[config.mk]
export PLATFORM = sky130hd
export DESIGN_NAME = mc_controller
export DESIGN_NICKNAME = d
export VERILOG_FILES = /design/src/rtl/mc_controller.sv
export SDC_FILE = /design/constraint.sdc
export NUM_CORES = 1
export LEC_CHECK = 0
export ABC_AREA = 1
export CELL_PAD_IN_SITES_DETAIL_PLACEMENT = 1
export CELL_PAD_IN_SITES_GLOBAL_PLACEMENT = 1
export CORE_MARGIN = 3
export CORE_UTILIZATION = 36
export DETAILED_ROUTE_END_ITERATION = 12
export DONT_BUFFER_PORTS = 1
export GPL_ROUTABILITY_DRIVEN = 0
export HOLD_SLACK_MARGIN = 0.15
export PLACE_DENSITY_LB_ADDON = 0.1
export RECOVER_POWER = 100
export SLEW_MARGIN = 30
export SYNTH_ARGS = -nofsm -noshare
export SYNTH_HDL_FRONTEND = slang
export SYNTH_SLANG_ARGS = --single-unit
[constraint.sdc]
create_clock -name clk -period 1.45 [get_ports clk]
set_input_delay 0.29 -clock clk [delete_from_list [all_inputs] [get_ports clk]]
set_output_delay 0.29 -clock clk [all_outputs]
set_load 0.05 [all_outputs]
[src/rtl/mc_controller.sv]
// Purpose : multicycle RV32I control FSM driving datapath enables and mux selects.
// Latency : one state per cycle (lw 5, sw 4, R/I 4, branch 3, jal 4, jalr 5, lui 3 cycles).
// Backpr. : none; one instruction in flight, HALT is sticky until rst.
// Ports   : clk/rst (sync, active-high); opcode/funct3/funct7b5 from IR; zero/neg from ALU;
//           pc_write, adr_src, mem_write, ir_write, reg_write, alu_src_a, alu_src_b,
//           result_src, imm_src, alu_ctrl to the datapath; halted status.
module mc_controller #(
  parameter bit ILLEGAL_HALT = 1'b1
) (
  input  logic       clk,
  input  logic       rst,
  input  logic [6:0] opcode,
  input  logic [2:0] funct3,
  input  logic       funct7b5,
  input  logic       zero,
  input  logic       neg,
  output logic       pc_write,
  output logic       adr_src,
  output logic       mem_write,
  output logic       ir_write,
  output logic       reg_write,
  output logic [1:0] alu_src_a,
  output logic [1:0] alu_src_b,
  output logic [1:0] result_src,
  output logic [2:0] imm_src,
  output logic [2:0] alu_ctrl,
  output logic       halted
);

  localparam logic [6:0] OP_LOAD  = 7'b0000011;
  localparam logic [6:0] OP_STORE = 7'b0100011;
  localparam logic [6:0] OP_R     = 7'b0110011;
  localparam logic [6:0] OP_I     = 7'b0010011;
  localparam logic [6:0] OP_BR    = 7'b1100011;
  localparam logic [6:0] OP_JAL   = 7'b1101111;
  localparam logic [6:0] OP_JALR  = 7'b1100111;
  localparam logic [6:0] OP_LUI   = 7'b0110111;

  localparam logic [2:0] ALU_ADD = 3'b000;
  localparam logic [2:0] ALU_SUB = 3'b001;
  localparam logic [2:0] ALU_AND = 3'b010;
  localparam logic [2:0] ALU_OR  = 3'b011;
  localparam logic [2:0] ALU_XOR = 3'b100;
  localparam logic [2:0] ALU_SLT = 3'b101;

  localparam logic [2:0] IMM_I = 3'b000;
  localparam logic [2:0] IMM_S = 3'b001;
  localparam logic [2:0] IMM_B = 3'b010;
  localparam logic [2:0] IMM_U = 3'b100;

  typedef enum logic [3:0] {
    S_FETCH, S_DECODE, S_MEMADR, S_MEMREAD, S_MEMWB, S_MEMWRITE, S_EXER, S_EXEI,
    S_ALUWB, S_BRANCH, S_JAL, S_JALR, S_LINKJ, S_LUI, S_HALT
  } state_t;

  state_t state_q, state_d;

  // funct3/funct7b5 -> ALU op; sub_ok is low for immediates since there is no subi.
  function automatic logic [2:0] alu_op(input logic [2:0] f3, input logic sub_ok);
    case (f3)
      3'b000:  alu_op = sub_ok ? ALU_SUB : ALU_ADD;
      3'b111:  alu_op = ALU_AND;
      3'b110:  alu_op = ALU_OR;
      3'b100:  alu_op = ALU_XOR;
      3'b010:  alu_op = ALU_SLT;
      default: alu_op = ALU_ADD;
    endcase
  endfunction

  always_comb begin
    state_d = state_q;
    case (state_q)
      S_FETCH:  state_d = S_DECODE;
      S_DECODE: begin
        case (opcode)
          OP_LOAD, OP_STORE: state_d = S_MEMADR;
          OP_R:              state_d = S_EXER;
          OP_I:              state_d = S_EXEI;
          OP_BR:             state_d = S_BRANCH;
          OP_JAL:            state_d = S_JAL;
          OP_JALR:           state_d = S_JALR;
          OP_LUI:            state_d = S_LUI;
          default:           state_d = ILLEGAL_HALT ? S_HALT : S_FETCH;
        endcase
      end
      // opcode[5] separates sw (0100011) from lw (0000011).
      S_MEMADR:   state_d = opcode[5] ? S_MEMWRITE : S_MEMREAD;
      S_MEMREAD:  state_d = S_MEMWB;
      S_MEMWB:    state_d = S_FETCH;
      S_MEMWRITE: state_d = S_FETCH;
      S_EXER:     state_d = S_ALUWB;
      S_EXEI:     state_d = S_ALUWB;
      S_ALUWB:    state_d = S_FETCH;
      S_BRANCH:   state_d = S_FETCH;
      S_JAL:      state_d = S_ALUWB;
      // JALR overwrites ALUOut with the target, so the link value is rebuilt in LINKJ.
      S_JALR:     state_d = S_LINKJ;
      S_LINKJ:    state_d = S_ALUWB;
      S_LUI:      state_d = S_FETCH;
      S_HALT:     state_d = S_HALT;
      default:    state_d = S_FETCH;
    endcase
  end

  always_ff @(posedge clk) begin
    if (rst) state_q <= S_FETCH;
    else     state_q <= state_d;
  end

  // Outputs are decoded from state_q rather than registered: BRANCH's pc_write
  // depends on the ALU flags of the same cycle. rst masks everything to zero.
  always_comb begin
    pc_write   = 1'b0;
    adr_src    = 1'b0;
    mem_write  = 1'b0;
    ir_write   = 1'b0;
    reg_write  = 1'b0;
    alu_src_a  = 2'b00;
    alu_src_b  = 2'b00;
    result_src = 2'b00;
    imm_src    = IMM_I;
    alu_ctrl   = ALU_ADD;
    halted     = 1'b0;
    if (!rst) begin
      case (state_q)
        S_FETCH: begin
          ir_write = 1'b1; pc_write = 1'b1;
          alu_src_b = 2'b10; result_src = 2'b10;
        end
        S_DECODE: begin
          alu_src_a = 2'b01; alu_src_b = 2'b01; imm_src = IMM_B;
        end
        S_MEMADR: begin
          alu_src_a = 2'b10; alu_src_b = 2'b01;
          imm_src = opcode[5] ? IMM_S : IMM_I;
        end
        S_MEMREAD:  adr_src = 1'b1;
        S_MEMWB:    begin result_src = 2'b01; reg_write = 1'b1; end
        S_MEMWRITE: begin adr_src = 1'b1; mem_write = 1'b1; end
        S_EXER: begin
          alu_src_a = 2'b10; alu_ctrl = alu_op(funct3, funct7b5);
        end
        S_EXEI: begin
          alu_src_a = 2'b10; alu_src_b = 2'b01; alu_ctrl = alu_op(funct3, 1'b0);
        end
        S_ALUWB:    reg_write = 1'b1;
        S_BRANCH: begin
          alu_src_a = 2'b10; alu_ctrl = ALU_SUB;
          case (funct3)
            3'b000:  pc_write = zero;
            3'b001:  pc_write = !zero;
            3'b100:  pc_write = neg;
            3'b101:  pc_write = !neg;
            default: pc_write = 1'b0;
          endcase
        end
        S_JAL:  begin alu_src_a = 2'b01; alu_src_b = 2'b10; pc_write = 1'b1; end
        S_JALR: begin
          alu_src_a = 2'b10; alu_src_b = 2'b01; result_src = 2'b10; pc_write = 1'b1;
        end
        S_LINKJ: begin alu_src_a = 2'b01; alu_src_b = 2'b10; end
        S_LUI:   begin result_src = 2'b11; imm_src = IMM_U; reg_write = 1'b1; end
        S_HALT:  halted = 1'b1;
        default: ;
      endcase
    end
  end

endmodule

==> results of run 1 <==
-- synth_stat cells --
| cell type | count |
|---|---|
| a31o_2 | 1 |
| a21oi_1 | 13 |
| nand4_1 | 1 |
| clkbuf_1 | 2 |
| nand3_1 | 9 |
| nor2_1 | 30 |
| o21ai_0 | 1 |
| nor3_1 | 2 |
| nand3b_1 | 1 |
| nor2_2 | 3 |
| a31oi_1 | 2 |
| inv_1 | 19 |
| nand2_1 | 31 |
| nand2_4 | 1 |
| a21oi_2 | 1 |
| nor2_4 | 2 |
| dfxtp_1 | 4 |
| inv_2 | 5 |
| or2_0 | 1 |
-- metrics by stage --
stage | instance area (µm²) | instances | TNS, ns
after floorplan | 747 | 129 | -0.779
after global placement | 1240 | 177 | -0.670
-- cells by family after synthesis --
| kind of cell | after synthesis | synth area share |
|---|---|---|
| AND/OR/NAND/NOR | 81 | 0.562 |
| AO/OA/AOI/OAI | 18 | 0.158 |
| buffers and inverters | 26 | 0.154 |
| flip-flops | 4 | 0.126 |
==> results_dict.tcl, run 1 <==
set metrics [dict create \
    syn_area_um2 634 \
    ys_seq_area_frac 0.126 \
    ys_seq_elements 4 \
    initial_core_util 0.402 \
    synth_top_area_frac 0.183 \
    netlist_instances 129 \
    placementRows 14 \
    synth_area_leader_cell "nand2_1" \
    die_h_um 48.0 \
    place_hpwl_mm 3.16 \
    haltStage "3_5_place_dp" \
    status "did not finish" \
    synth_fp_nets 144 \
    synth_cell_types 19 \
    ioPinCount 33 \
    synth.avg_cell_area_um2 4.92 \
    io_buffer_count 0 \
    dieWidth_um 48.0 \
    ys.warnings.count 0 \
    tool.error "[ERROR DPL-0033] detailed placement checks failed during check placement." \
    netlist_top_cells_area "nand2_1 (18%), nor2_1 (18%), dfxtp_1 (13%)" \
]
==> inputs of run 2 (changes only) <==
Settings changed: CELL_PAD_IN_SITES_DETAIL_PLACEMENT 1 to default, CELL_PAD_IN_SITES_GLOBAL_PLACEMENT 1 to default, CORE_AREA from default to 3 3 64 66, CORE_MARGIN 3 to default, CORE_UTILIZATION 36 to default, DIE_AREA from default to 0 0 67 69, HOLD_SLACK_MARGIN 0.15 to default, PLACE_DENSITY_LB_ADDON 0.1 to 0.15.
==> run 2 against run 1 <==
Against the previous run: the flow now finishes, with violations (setup timing); synthesized cell count stayed put; area after synthesis did not move.
==> results_dict.tcl, run 2 <==
set metrics [dict create \
    io_buffer_count 0 \
    synth_common_cells "nand2_1 (31), nor2_1 (30), inv_1 (19)" \
    seq_area_um2 92.6 \
    synth-edff-count 0 \
    max-slew-margin-rel 0.836 \
    die_h_um 69 \
    setup-tns-final_ns -2.81 \
    cts_tree "built" \
    htree_levels 1 \
    num-fill-cells 380 \
    postPlaceCellArea_um2 1270 \
    finalInstanceArea_um2 1580 \
    place_hpwl_mm 1.83 \
    r2r_slack_ns 0.06 \
    placementRows 22 \
    fin_crit_ns 1.69 \
    cts_buffers 3 \
    period_share 1.17 \
    area_growth_pct 149 \
    route.vias.total 917 \
    setup_slack_ns -0.240 \
    clkSinkCount 4 \
    critPathKind "register to output pin" \
    p_leak_nw 0.644 \
    syn_area_um2 634 \
    synth.avg_cell_area_um2 4.92 \
    rsz0062_at_grt "true" \
    clockBufferDepth 2 \
    grt_pass1_vias 971 \
    first_pass_iters 4 \
    grt_overflow 0 \
    grt_start_max_net_pins 21 \
    arrival_ns 1.40 \
    synth_fp_nets 144 \
    cp_max_fo 6 \
    drc 0 \
    synth_cell_types 19 \
    place_ws_ns -0.125 \
    cts-root-buf "clkbuf_8" \
    routed_wl_mm 2.30 \
    cts_hold_repair.buffers 0 \
    diodes 0 \
    layout_common_cells "nand2_1 (23), buf_4 (19), buf_12 (17)" \
    drive_gt1_frac 0.626 \
    antenna_found_initial 0 \
    maxCapViolations 0 \
    track_usage 0.104 \
    violations "setup timing" \
    multi_input_area_um2 739 \
    cp.required_ns 1.16 \
    ioPinCount 33 \
    synth_area_leader_cell "nand2_1" \
    ys_dominant_reg_cell "dfxtp_1" \
    worst_slew_pin_slew_ns 0.245 \
    insertion_delay_ns 0.22 \
    status "finished with violations" \
    synth_top_area_frac 0.183 \
    clock.fmax_ghz 0.592 \
    final-setup-viol-count 18 \
    ir_drop_mv 0.477 \
    top_regs "state_q x4" \
    dieWidth_um 67 \
    initial_core_util 0.175 \
    maxSlewViolCount 0 \
    yosysMostFrequentCell "nand2_1" \
    hp-class "primary input to register" \
    core_um2 3630 \
    final_common_cell "nand2_1" \
    power_density_nw_per_um2 1500 \
    ys.warnings.count 0 \
    ys_seq_area_frac 0.126 \
    nets 188 \
    startpoint_type "register" \
    utilization 0.434 \
    ys_seq_elements 4 \
    top_register "state_q" \
    finalHoldViolations 0 \
    dieArea_um2 4620 \
    netlist_instances 129 \
    wl_per_cell_um 10.5 \
    netlist_top_cells_area "nand2_1 (18%), nor2_1 (18%), dfxtp_1 (13%)" \
    async_flop_share 0 \
    grt_first_pass_wirelength_mm 3.91 \
    path_clk_slew_ns 0.03 \
    clock-skew-final_ns 0.00356 \
    largest_reg_flops 4 \
    ant_nets 0 \
    viasPerCell 4.19 \
    end_kind "output pin" \
    drtIter0Drc 19 \
]
-- run 2: layout make-up --
type	count	area share
Sequential cell	4	0.0587
Tap cell	48	0.0381
Clock buffer	3	0.0262
Multi-Input combinational cell	99	0.469
Inverter	24	0.0666
Timing Repair Buffer	41	0.342
-- run 2: logic make-up (layout without fill, tap and decap cells) --
family,count (synthesis),after routing,synth area share
flops,4,4,0.126
buf+inv,26,68,0.154
compound gates,18,18,0.158
simple gates,81,81,0.562
-- run 2: timing repair --
action,in CTS,in global routing
setup endpoints to repair,18,19
gates resized for setup,53,13
pin swaps,17,11
buffers inserted,5,2
-- run 2: power breakdown --
part	switching (mW)	internal, mW	leakage [nW]
Combinational	1.01	0.882	0.587
Sequential	0.0725	0.164	0.0353
Clock	0.0594	0.177	0.0216
Total	1.14	1.22	0.644
-- run 2: path summary, 6_finish.rpt --
path                          from                     to  depth (start not counted)
min                            rst  state_q[0]$_SDFF_PP0_                          1
max          state_q[0]$_SDFF_PP0_               pc_write                          5
min reg2reg  state_q[2]$_SDFF_PP0_  state_q[2]$_SDFF_PP0_                          4
max reg2reg  state_q[1]$_SDFF_PP0_  state_q[3]$_SDFF_PP0_                         10
-- run 2: routing by layer --
layer	wire length (µm)	GRT usage	up-vias
met5	0	0	-
met4	38	0.0473	0
met3	152	0.0130	5
met2	1230	0.193	31
met1	878	0.113	396
li1	-	-	485
-- run 2: critical path, cell delays in order (launching register included) --
cell	delay (ns)
dfxtp_4	0.40
nand2_1	0.12
nor2_2	0.21
nor2_2	0.10
a31oi_4	0.19
buf_12	0.16
-- run 2: per-stage QoR --
stage	power, mW	cells	hold WS, ns
final	2.36	219	0.132
after global routing	2.51	219	0.122
after CTS	2.30	217	0.122
after detailed placement	1.77	209	0.358
after global placement	1.76	209	0.358
after floorplan	1.05	129	0.481
Note: power is estimated with default switching activity, not from simulation.
==> inputs of run 3 (changes only) <==
Settings changed: CTS_CLUSTER_DIAMETER from default to 60, SETUP_SLACK_MARGIN from default to 0.15.
==> run 3 against run 2 <==
Against the previous run: the run still ends with setup timing left; die area is the same; largest cell class unchanged; via count shrank 2.5%; cell area shrank 2.1%.
==> results_dict.tcl, run 3 (synthesis results as in run 2) <==
set metrics [dict create \
    area_growth_pct 144 \
    status "finished with violations" \
    drtIter0Drc 11 \
    cts_hold_repair.buffers 0 \
    postPlaceCellArea_um2 1390 \
    route.vias.total 894 \
    sw_frac_of_total 0.497 \
    ioPinCount 33 \
    worst_slew_pin_slew_ns 0.326 \
    htree_levels 1 \
    initial_core_util 0.175 \
    antenna_found_initial 0 \
    dieWidth_um 67 \
    top_regs "state_q x4" \
    maxCapViolations 0 \
    arrival_ns 1.39 \
    clock-skew-final_ns 0.000669 \
    insertion_delay_ns 0.22 \
    grt_start_max_net_pins 21 \
    wl_per_cell_um 10.9 \
    ir_drop_mv 0.607 \
    finalHoldViolations 0 \
    layout_common_cells "nand2_1 (24), nor2_4 (18), buf_12 (18)" \
    dieArea_um2 4620 \
    path_buf_inv 2 \
    finalInstanceArea_um2 1550 \
    core_um2 3630 \
    violations "setup timing" \
    p_leak_nw 0.592 \
    fin_crit_ns 1.68 \
    setup_slack_ns -0.225 \
    track_usage 0.108 \
    final-setup-viol-count 18 \
    p_total_mw 2.28 \
    critPathKind "register to output pin" \
    crit_family "simple AND/OR/NAND/NOR gates" \
    grt_pass1_vias 942 \
    power_density_nw_per_um2 1470 \
    path_clk_slew_ns 0.03 \
    drive_gt1_frac 0.613 \
    routed_wl_mm 2.31 \
    grt_overflow 0 \
    p_int_mw 1.15 \
    placementRows 22 \
    p_switching_mw 1.13 \
    first_pass_iters 2 \
    path_cells "inv_4 -> nand2_2 -> nor2_4 -> nand2_4 -> nor3_4 -> buf_12" \
    hold_slack_ns 0.139 \
    place_hpwl_mm 1.98 \
    cts_tree "built" \
    clock.fmax_ghz 0.597 \
    end_kind "output pin" \
    rsz0062_at_grt "true" \
    period_share 1.16 \
    slowest_delay_ns 0.33 \
    hp-class "primary input to register" \
    grt_first_pass_wirelength_mm 4.01 \
    seq_power_share 0.105 \
    cts-root-buf "clkbuf_8" \
    num-fill-cells 375 \
    ant_nets 0 \
    top_register "state_q" \
    cp.required_ns 1.16 \
    maxSlewViolCount 0 \
    crit_path_top_delay_cell "dfxtp_2" \
    max-slew-margin-rel 0.782 \
    die_h_um 69 \
    drc 0 \
    final_common_cell "nand2_1" \
    clkSinkCount 4 \
    nets 180 \
    diodes 0 \
    cts_buffers 3 \
    power_frac_comb 0.792 \
    clkPwrFrac 0.103 \
    utilization 0.425 \
    viasPerCell 4.24 \
    largest_reg_flops 4 \
    clockBufferDepth 2 \
    startpoint_type "register" \
    cp_max_fo 4 \
    io_buffer_count 0 \
]
==> run 3: changes by cell type in the layout (fill, tap and decap cells not counted), sizes merged <==
cell / previous run / this run
clkbuf: 3 / 4
buf: 41 / 32
==> run 3: per-stage QoR <==
step	TNS, ns	setup WS (ns)	std cells
2_1_floorplan	-0.00953	-0.00953	129
3_3_place_gp	-0.136	-0.0247	203
3_5_place_dp	-0.118	-0.0306	203
4_1_cts	-3.02	-0.225	208
5_1_grt	-4.12	-0.285	211
6_report	-2.90	-0.225	211
==> run 3: worst paths after layout <==
path	endpoint	cells past startpoint	startpoint	slack, ns
setup / recovery	alu_ctrl[1]	6	state_q[3]$_SDFF_PP0_	-0.23
setup reg to reg	state_q[2]$_SDFF_PP0_	10	state_q[2]$_SDFF_PP0_	0.11
hold / removal	state_q[0]$_SDFF_PP0_	1	rst	0.14
hold reg to reg	state_q[0]$_SDFF_PP0_	6	state_q[3]$_SDFF_PP0_	0.77
==> run 3: power by group through the flow <==
stage                     sequential (mW)  combinational (mW)  clock, mW
after floorplan                     0.216                1.05          0
after global placement              0.218                1.72          0
after detailed placement            0.220                1.72          0
after CTS                           0.222                1.78      0.242
after global routing                0.245                1.92      0.258
final                               0.239                1.80      0.234
==> run 3: timing repair <==
item,4_1_cts,5_1_grt
gates resized for setup,12,15
pin swaps,4,7
buffers inserted,2,3
endpoints found under the setup margin,18,20
==> run 3: metal layers <==
layer | vias to the layer above | global-route usage | share of wire
met5 | - | 0 | 0
met4 | 0 | 0.0405 | 0.0095
met3 | 2 | 0.0114 | 0.048
met2 | 22 | 0.197 | 0.53
met1 | 398 | 0.126 | 0.41
li1 | 472 | - | -
==> run 3: area by class of cell <==
class / instances / area, µm² / share of cell area
Clock buffer: 3 / 41.3 / 0.0267
Timing Repair Buffer: 33 / 480 / 0.311
Tap cell: 48 / 60.1 / 0.0389
Inverter: 24 / 105 / 0.0680
Sequential cell: 4 / 92.6 / 0.0599
Multi-Input combinational cell: 99 / 766 / 0.496
==> inputs of run 4 (changes only) <==
Settings changed: CORE_AREA 3 3 64 66 to 2 2 63 65, DIE_AREA 0 0 67 69 to 0 0 65 67, MAX_ROUTING_LAYER from default to met4.
==> run 4 against run 3 <==
Against the previous run: the flow still finishes with violations (setup timing); clock skew about the same; worst setup slack got worse by 0.012 ns; global-route usage up 0.084 points; register-to-register slack better by 0.06 ns; sequential share of layout area up 0.14 points; die area decreased by 5.8%; flip-flop and latch count unchanged; cell area shrank 2.3%; largest cell class unchanged.
==> results_dict.tcl, run 4 (synthesis results as in run 2) <==
set metrics [dict create \
    hold_depth 1 \
    drive_gt1_frac 0.586 \
    r2r-start "state_q[3]$_SDFF_PP0_" \
    r2r_slack_ns 0.17 \
    grt_first_pass_wirelength_mm 3.73 \
    first_pass_iters 4 \
    io_buffer_count 0 \
    top_regs "state_q x4" \
    power_density_nw_per_um2 1490 \
    finalHoldViolations 0 \
    cp_max_fo 3 \
    period_share 1.16 \
    final_common_cell "nand2_1" \
    area_growth_pct 138 \
    dieArea_um2 4360 \
    place_hpwl_mm 1.84 \
    max-slew-margin-rel 0.778 \
    cts-root-buf "clkbuf_8" \
    fin_crit_ns 1.69 \
    final-setup-viol-count 18 \
    path_cells "inv_4 -> nand2_2 -> inv_1 -> nand3_1 -> a21oi_4 -> buf_12" \
    cts_tree "built" \
    clock.fmax_ghz 0.593 \
    critPathKind "register to output pin" \
    maxSlewViolCount 0 \
    path_clk_slew_ns 0.03 \
    crit_path_top_delay_cell "dfxtp_4" \
    antenna_found_initial 0 \
    reg2reg_depth 9 \
    core_um2 3610 \
    clkSinkCount 4 \
    largest_reg_flops 4 \
    status "finished with violations" \
    htree_levels 1 \
    drtIter0Drc 22 \
    setup_slack_ns -0.238 \
    clock-skew-final_ns 0.000539 \
    top_register "state_q" \
    startpoint_type "register" \
    hold_end "state_q[0]$_SDFF_PP0_" \
    diodes 0 \
    die_h_um 67 \
    route.vias.total 885 \
    p_int_mw 1.14 \
    ir_drop_mv 0.639 \
    grt_pass1_vias 893 \
    nets 179 \
    placementRows 22 \
    clockBufferDepth 2 \
    violations "setup timing" \
    end_kind "output pin" \
    r2r_end "state_q[3]$_SDFF_PP0_" \
    initial_core_util 0.176 \
    dieWidth_um 65 \
    hp-class "primary input to register" \
    ant_nets 0 \
    viasPerCell 4.21 \
    worst_slew_pin_slew_ns 0.333 \
    ioPinCount 33 \
    cp.required_ns 1.16 \
    seq_power_share 0.102 \
    power_frac_comb 0.798 \
    p_switching_mw 1.10 \
    min_from "rst" \
    clkPwrFrac 0.101 \
    grt_overflow 0 \
    maxCapViolations 0 \
    grt_start_max_net_pins 21 \
    wl_per_cell_um 10.3 \
    track_usage 0.109 \
    drc 0 \
    slowest_delay_ns 0.34 \
    cts_buffers 3 \
    insertion_delay_ns 0.21 \
    utilization 0.418 \
    cts_hold_repair.buffers 0 \
    p_total_mw 2.24 \
    arrival_ns 1.40 \
    sw_frac_of_total 0.491 \
    p_leak_nw 0.590 \
    routed_wl_mm 2.16 \
    layout_common_cells "nand2_1 (26), buf_12 (18), nor2_4 (17)" \
    rsz0062_at_grt "true" \
]
==> run 4: timing repair <==
action / 4_1_cts / 5_1_grt
pin swaps: 3 / 6
resized for setup: 8 / 8
setup buffers: 4 / 1
hold endpoints to repair: 0 / 0
setup endpoints to repair: 18 / 19
==> run 4: final cells by class <==
class	count	area [µm²]
Timing Repair Buffer	32	465
Clock buffer	3	41.3
Multi-Input combinational cell	99	752
Inverter	24	97.6
Fill cell	355	2100
Tap cell	48	60.1
Sequential cell	4	92.6
==> run 4: power by group through the flow <==
stage | Sequential, mW | Clock [mW] | Combinational, mW
2_1_floorplan | 0.216 | 0 | 1.05
3_3_place_gp | 0.218 | 0 | 1.70
3_5_place_dp | 0.223 | 0 | 1.70
4_1_cts | 0.224 | 0.234 | 1.76
5_1_grt | 0.236 | 0.240 | 1.90
6_report | 0.229 | 0.226 | 1.79
==> run 4: worst max path at each step <==
stage | end | slack, ns | startpoint
2_1_floorplan | pc_write | -0.01 | state_q[3]$_SDFF_PP0_
3_3_place_gp | pc_write | -0.02 | state_q[3]$_SDFF_PP0_
3_5_place_dp | reg_write | -0.04 | state_q[3]$_SDFF_PP0_
4_1_cts | alu_src_a[1] | -0.21 | state_q[3]$_SDFF_PP0_
5_1_grt | adr_src | -0.31 | state_q[3]$_SDFF_PP0_
6_report | adr_src | -0.24 | state_q[3]$_SDFF_PP0_
==> run 4: layer usage <==
metal | GRT usage | share of wire | up-vias
met1 | 0.125 | 0.41 | 395
li1 | - | - | 468
met2 | 0.201 | 0.54 | 22
met4 | 0.0319 | 0 | 0
met3 | 0.0118 | 0.046 | 0
met5 | - | 0 | -
==> run 4: worst max-delay path: cells and delay by family, from the launching register on <==
kind,cells,cell delay [ns]
flops,1,0.34
simple gates,2,0.28
compound gates,1,0.20
buf+inv,3,0.36
==> run 4: through the flow <==
stage | cells | setup TNS (ns) | hold WS, ns | area (µm²) | setup WS (ns)
floorplan | 129 | -0.00953 | 0.470 | 903 | -0.00953
global placement | 202 | -0.0826 | 0.352 | 1380 | -0.0180
detailed placement | 202 | -0.0800 | 0.355 | 1380 | -0.0361
CTS | 209 | -2.90 | 0.132 | 1470 | -0.213
global route | 210 | -4.07 | 0.133 | 1510 | -0.308
finish | 210 | -2.86 | 0.141 | 1510 | -0.238
